===== src/rtl/gimli_permutation_core.sv =====
// rtl/gimli_permutation_core.sv - Iterative Gimli-384 permutation engine with valid/ready handshakes
// Build option GIMLI_COLUMN_SERIAL_EN: one time-shared SP-box, one column per cycle.

module gimli_non_linear_permutation (
  input  logic [31:0] i_x,
  input  logic [31:0] i_y,
  input  logic [31:0] i_z,
  output logic [31:0] o_x,
  output logic [31:0] o_y,
  output logic [31:0] o_z
);
  logic [31:0] w_x;
  logic [31:0] w_y;

  assign w_x = {i_x[7:0], i_x[31:8]};
  assign w_y = {i_y[22:0], i_y[31:23]};

  assign o_z = w_x ^ (i_z << 1) ^ ((w_y & i_z) << 2);
  assign o_y = w_y ^ w_x ^ ((w_x | i_z) << 1);
  assign o_x = i_z ^ w_y ^ ((w_x & w_y) << 3);
endmodule

module gimli_permutation_core #(
  parameter int NUMBER_OF_ROUNDS = 24
) (
  input  logic         clk,
  input  logic         rst,
  input  logic [383:0] din_state,
  input  logic         din_valid,
  output logic         din_ready,
  output logic [383:0] dout_state,
  output logic         dout_valid,
  input  logic         dout_ready,
  output logic         busy
);
  localparam logic [31:0] RC_BASE = 32'h9e377900;

  typedef enum logic [1:0] {S_IDLE = 2'd0, S_RUN = 2'd1, S_DONE = 2'd2} state_t;

  state_t       r_fsm;
  state_t       w_fsm_next;
  logic [383:0] r_state;
  logic [4:0]   r_round;
  logic [31:0]  w_word      [12];
  logic [31:0]  w_sp_word   [12];
  logic [31:0]  w_next_word [12];
  logic [383:0] w_next_state;
  logic         w_round_end;

  for (genvar i = 0; i < 12; i++) begin : g_pack
    assign w_word[i]                = r_state[32*i +: 32];
    assign w_next_state[32*i +: 32] = w_next_word[i];
  end

`ifdef GIMLI_COLUMN_SERIAL_EN
  logic [1:0]  r_col;
  logic [3:0]  w_col;
  logic [31:0] w_sx;
  logic [31:0] w_sy;
  logic [31:0] w_sz;

  assign w_col = {2'b00, r_col};

  gimli_non_linear_permutation u_sp (
    .i_x (w_word[w_col]),
    .i_y (w_word[w_col + 4'd4]),
    .i_z (w_word[w_col + 4'd8]),
    .o_x (w_sx),
    .o_y (w_sy),
    .o_z (w_sz)
  );

  always_comb begin
    w_sp_word                = w_word;
    w_sp_word[w_col]         = w_sx;
    w_sp_word[w_col + 4'd4]  = w_sy;
    w_sp_word[w_col + 4'd8]  = w_sz;
  end

  // Swaps and constant ride along with the column-3 write-back.
  assign w_round_end = (r_col == 2'd3);
`else
  logic [31:0] w_sx [4];
  logic [31:0] w_sy [4];
  logic [31:0] w_sz [4];

  for (genvar j = 0; j < 4; j++) begin : g_sp
    gimli_non_linear_permutation u_sp (
      .i_x (w_word[j]),
      .i_y (w_word[j+4]),
      .i_z (w_word[j+8]),
      .o_x (w_sx[j]),
      .o_y (w_sy[j]),
      .o_z (w_sz[j])
    );
  end

  always_comb begin
    w_sp_word = w_word;
    for (int j = 0; j < 4; j++) begin
      w_sp_word[j]   = w_sx[j];
      w_sp_word[j+4] = w_sy[j];
      w_sp_word[j+8] = w_sz[j];
    end
  end

  assign w_round_end = 1'b1;
`endif

  always_comb begin
    w_next_word = w_sp_word;
    if (w_round_end && (r_round[1:0] == 2'b00)) begin
      w_next_word[0] = w_sp_word[1] ^ RC_BASE ^ {27'd0, r_round};
      w_next_word[1] = w_sp_word[0];
      w_next_word[2] = w_sp_word[3];
      w_next_word[3] = w_sp_word[2];
    end else if (w_round_end && (r_round[1:0] == 2'b10)) begin
      w_next_word[0] = w_sp_word[2];
      w_next_word[1] = w_sp_word[3];
      w_next_word[2] = w_sp_word[0];
      w_next_word[3] = w_sp_word[1];
    end
  end

  always_comb begin
    w_fsm_next = r_fsm;
    case (r_fsm)
      S_IDLE:  if (din_valid) w_fsm_next = S_RUN;
      S_RUN:   if (w_round_end && (r_round == 5'd1)) w_fsm_next = S_DONE;
      S_DONE:  if (dout_ready) w_fsm_next = S_IDLE;
      default: w_fsm_next = S_IDLE;
    endcase
  end

  always_ff @(posedge clk or posedge rst) begin
    if (rst) begin
      r_fsm   <= S_IDLE;
      r_state <= '0;
      r_round <= '0;
`ifdef GIMLI_COLUMN_SERIAL_EN
      r_col   <= '0;
`endif
    end else begin
      r_fsm <= w_fsm_next;
      if ((r_fsm == S_IDLE) && din_valid) begin
        r_state <= din_state;
        r_round <= 5'(NUMBER_OF_ROUNDS);
      end else if (r_fsm == S_RUN) begin
        r_state <= w_next_state;
        if (w_round_end) r_round <= r_round - 5'd1;
`ifdef GIMLI_COLUMN_SERIAL_EN
        r_col <= r_col + 2'd1;
`endif
      end
    end
  end

  assign din_ready  = (r_fsm == S_IDLE);
  assign busy       = (r_fsm == S_RUN);
  assign dout_valid = (r_fsm == S_DONE);
  assign dout_state = r_state;
endmodule


===== config.mk =====
export PLATFORM = sky130hd
export DESIGN_NAME = gimli_permutation_core
export DESIGN_NICKNAME = d
export VERILOG_FILES = /design/src/rtl/gimli_permutation_core.sv
export SDC_FILE = /design/constraint.sdc
export NUM_CORES = 2
export LEC_CHECK = 0
export ABC_AREA = 0
export CORE_AREA = 2 2 305 307
export CTS_CLUSTER_DIAMETER = 200
export DETAILED_ROUTE_END_ITERATION = 7
export DIE_AREA = 0 0 307 309
export PLACE_DENSITY = 0.59
export SLEW_MARGIN = 15
export SYNTH_ARGS = -nofsm -noshare
export SYNTH_HDL_FRONTEND = slang
export SYNTH_SLANG_ARGS = --single-unit

===== constraint.sdc =====
create_clock -name clk -period 16.7 [get_ports clk]
set_clock_uncertainty 0.05 [all_clocks]
set_input_delay 1.67 -clock clk [delete_from_list [all_inputs] [get_ports clk]]
set_output_delay 1.67 -clock clk [all_outputs]
set_load 0.02 [all_outputs]

==> run_results.csv <==
group,metric,value,unit
cts,cts_buffer_depth,3,
critical_path,end_kind,"flip-flop",
synthesis,ys_seq_elements,391,
synthesis,syn_area,27090,sq um
synthesis,synth_warnings,0,
floorplanning,start_util,0.2964,
critical_path,r2r_cells,7,
sta,max_slew_margin,0.2081,
routing,wl,154.3,mm
finish,nNetsFinal,4384,
placed_design,io_buffers,774,
critical_path,r2r_start,"r_round[0]$_DFFE_PP0P_",
critical_path,rr_endpoint,"dout_state[49]$_DFFE_PP0P_",
run,maxCapViolCount,0,
floorplanning,die_area,94860,sq um
routing,drtAntennaViolNets,0,
synthesis,synth_top_family_by_area,"compound AO/OA/AOI/OAI gates",
critical_path,crit_fanout,79,
placed_design,place_congestion,0.9356,
routing,dr.pass1.iters,5,
finish,area_delta_synth_final,39.39,%
critical_path,cp-startpoint,"din_valid",
floorplanning,core-area,91390,sq um
synthesis,syn_nets,3702,
cts,cts_sinks,391,
sta,finalSetupViolCount,0,
synthesis,ys.flop_type,"dfrtp_1",
critical_path,cp_data_required_time,17.17,ns
cts,numCtsBuffers,52,
synthesis,synth_compound_area_frac,0.1667,
sta,maxSlewViolCount,0,
cts,cts-root-buf,"clkbuf_16",
finish,final_layout_size_suffix_gt1_frac,0.04504,
cts,postCtsResizedCells,0,
sta,fin_tns_setup,0,ns
floorplanning,ioPinCount,775,
critical_path,arrival,4.84,ns
placed_design,dp_hpwl,119.9,mm
critical_path,critical_path_class,"in2reg",
synthesis,synth_fa_ha_area_frac,0.1109,
finish,final_util,0.4132,
cts,cts.clk_slew.worst_paths,0.06,ns
floorplanning,rows,111,
synthesis,synthArstFlopShare,1.000,
routing,wire_per_inst,30.74,um
sta,max_freq,0.2291,GHz
run_status,status,"completed",
critical_path,r2r_setup_slack,12.82,ns
sta,post-route-period-util,0.2613,
cts,clock_latency,0.63,ns
routing,drc,0,
min_path,hold_start,"dout_state[223]$_DFFE_PP0P_",
synthesis,synth.mux.area_fraction,0.03243,
sta,hold_viol_final,0,
sta,hold_slack,0.5029,ns
synthesis,synthSimpleGateAreaFrac,0.1298,
grt,grt_pass1_vias,26260,
critical_path,crit_path_start_kind,"input port",
min_path,min_path_cells,2,
grt,grt_pass1_wl,210.3,mm
cts,postCtsSetupBuffers,0,
synthesis,synth_xor_area_frac,0.1652,
floorplanning,die_h,309,um
grt,antenna_found_initial,58,
min_path,hold_path_class,"reg2reg",
cts,ctsHoldBuffers,0,
sta,tightest_slew,1.188,ns
synthesis,syn_area_per_cell,8.811,sq um
synthesis,synth_edf_count,0,
cts,htreeDepth,2,
cts,tritoncts,"built",
floorplanning,die_w,307,um
synthesis,yosys.cell_types.count,40,
routing,drt_iter0_markers,2514,
grt,grt_max_degree,195,
synthesis,synth_cells,3074,
routing,route.vias.total,27030,
sta,rsz0062_at_grt,"false",
synthesis,seq_area_frac_synth,0.3612,
min_path,min_to,"dout_state[223]$_DFFE_PP0P_",
routing,viasPerCell,5.383,
grt,globalRouteOverflowTotal,0,
grt,gr-usage-all-layers,0.3140,
sta,fin_crit,4.364,ns
[cells by family (layout without fill, tap and decap cells)]
kind of cell             after synthesis  count (layout)
AND/OR/NAND/NOR                      917             917
AO/OA/AOI/OAI                        732             732
XOR/XNOR                             511             511
flip-flops                           391             391
adder cells (fa/ha/maj)              240             240
buffers and inverters                197             920
multiplexers                          86              86
other                                  0              38
[how the worst max path moves through the flow]
stage                                        endpoint
final                     dout_state[197]$_DFFE_PP0P_
after global routing      dout_state[157]$_DFFE_PP0P_
after CTS                 dout_state[197]$_DFFE_PP0P_
after detailed placement  dout_state[197]$_DFFE_PP0P_
after global placement     dout_state[97]$_DFFE_PP0P_
after floorplan             dout_state[0]$_DFFE_PP0P_
[layout make-up]
| cell class | count | area [sq um] |
|---|---|---|
| inverter | 6 | 30.03 |
| clock inverter | 21 | 246.5 |
| sequential | 391 | 9784 |
| fill | 9217 | 53630 |
| timing repair buffer | 819 | 8123 |
| clock buffer | 74 | 1546 |
| multi-input combinational | 2486 | 16450 |
| antenna | 38 | 95.09 |
| tap | 1186 | 1484 |
[per-layer routing]
| metal | vias to the layer above | track usage | share of wire |
|---|---|---|---|
| met1 | 13400 | 0.3953 | 0.40 |
| met3 | 252 | 0.08427 | 0.087 |
| li1 | 12040 | - | - |
| met4 | 54 | 0.1054 | 0.034 |
| met2 | 1283 | 0.5201 | 0.48 |
| met5 | - | 0 | 0.0024 |
[layout by cell type, fill, tap and decap left out, types with 4 or more instances in the layout]
| master | synthesis | routed |
|---|---|---|
| o22ai_1 | 8 | 8 |
| clkbuf_8 | 0 | 12 |
| nand2_1 | 480 | 479 |
| bufinv_16 | 0 | 5 |
| mux2_2 | 14 | 14 |
| clkinv_2 | 0 | 13 |
| clkbuf_16 | 0 | 54 |
| xor2_1 | 33 | 33 |
| a221o_1 | 46 | 46 |
| nand3_1 | 9 | 9 |
| a211oi_1 | 4 | 4 |
| nor2_1 | 407 | 405 |
| a22oi_1 | 75 | 75 |
| buf_4 | 0 | 42 |
| o211ai_1 | 18 | 18 |
| diode_2 | 0 | 38 |
| a22o_1 | 25 | 25 |
| ha_1 | 240 | 238 |
| o221ai_1 | 27 | 27 |
| clkdlybuf4s50_1 | 0 | 774 |
| xnor2_1 | 478 | 478 |
| a31oi_1 | 120 | 120 |
| a21oi_1 | 306 | 306 |
| or2_2 | 9 | 9 |
| o21ai_0 | 95 | 95 |
| dfrtp_1 | 391 | 391 |
| clkbuf_1 | 43 | 8 |
| mux2i_1 | 72 | 72 |
[through the flow]
step	setup slack (ns)	instances	instance area, sq um
floorplan	4.111	3074	27090
global placement	11.83	4888	35870
detailed placement	11.79	4888	35870
CTS	12.45	4983	37660
global route	12.14	5004	37710
finish	12.34	5021	37760
[Yosys cell counts (all sizes together) (9+ instances only)]
master | n | share of area
nand2 | 481 | 0.067
or2 | 9 | 0.0021
buf | 148 | 0.027
o21ai | 97 | 0.018
nand3 | 9 | 0.0017
a22oi | 75 | 0.021
mux2 | 14 | 0.0058
a22o | 25 | 0.0081
mux2i | 72 | 0.027
a221o | 46 | 0.017
clkbuf | 43 | 0.0060
ha | 240 | 0.11
o221ai | 27 | 0.0087
o211ai | 18 | 0.0050
a31oi | 120 | 0.028
dfrtp | 391 | 0.36
xor2 | 33 | 0.011
nor2 | 408 | 0.057
xnor2 | 478 | 0.15
a21oi | 306 | 0.057
[sequential cells by signal (all words and copies together), names as in the netlist]
| register | cells |
|---|---|
| r_round | 5 |
| dout_state | 384 |
| r_fsm | 2 |
[worst max-delay path, cell delays in order]
cell             delay, ns
clkdlybuf4s50_1       0.57
nand2_4               0.54
buf_4                 0.67
buf_4                 0.83
nand2_1               0.14
a31oi_1               0.23
Power is left out: the tool's default activity adds up to more than one toggle a clock period on the data nets, which glitch-free logic cannot reach.
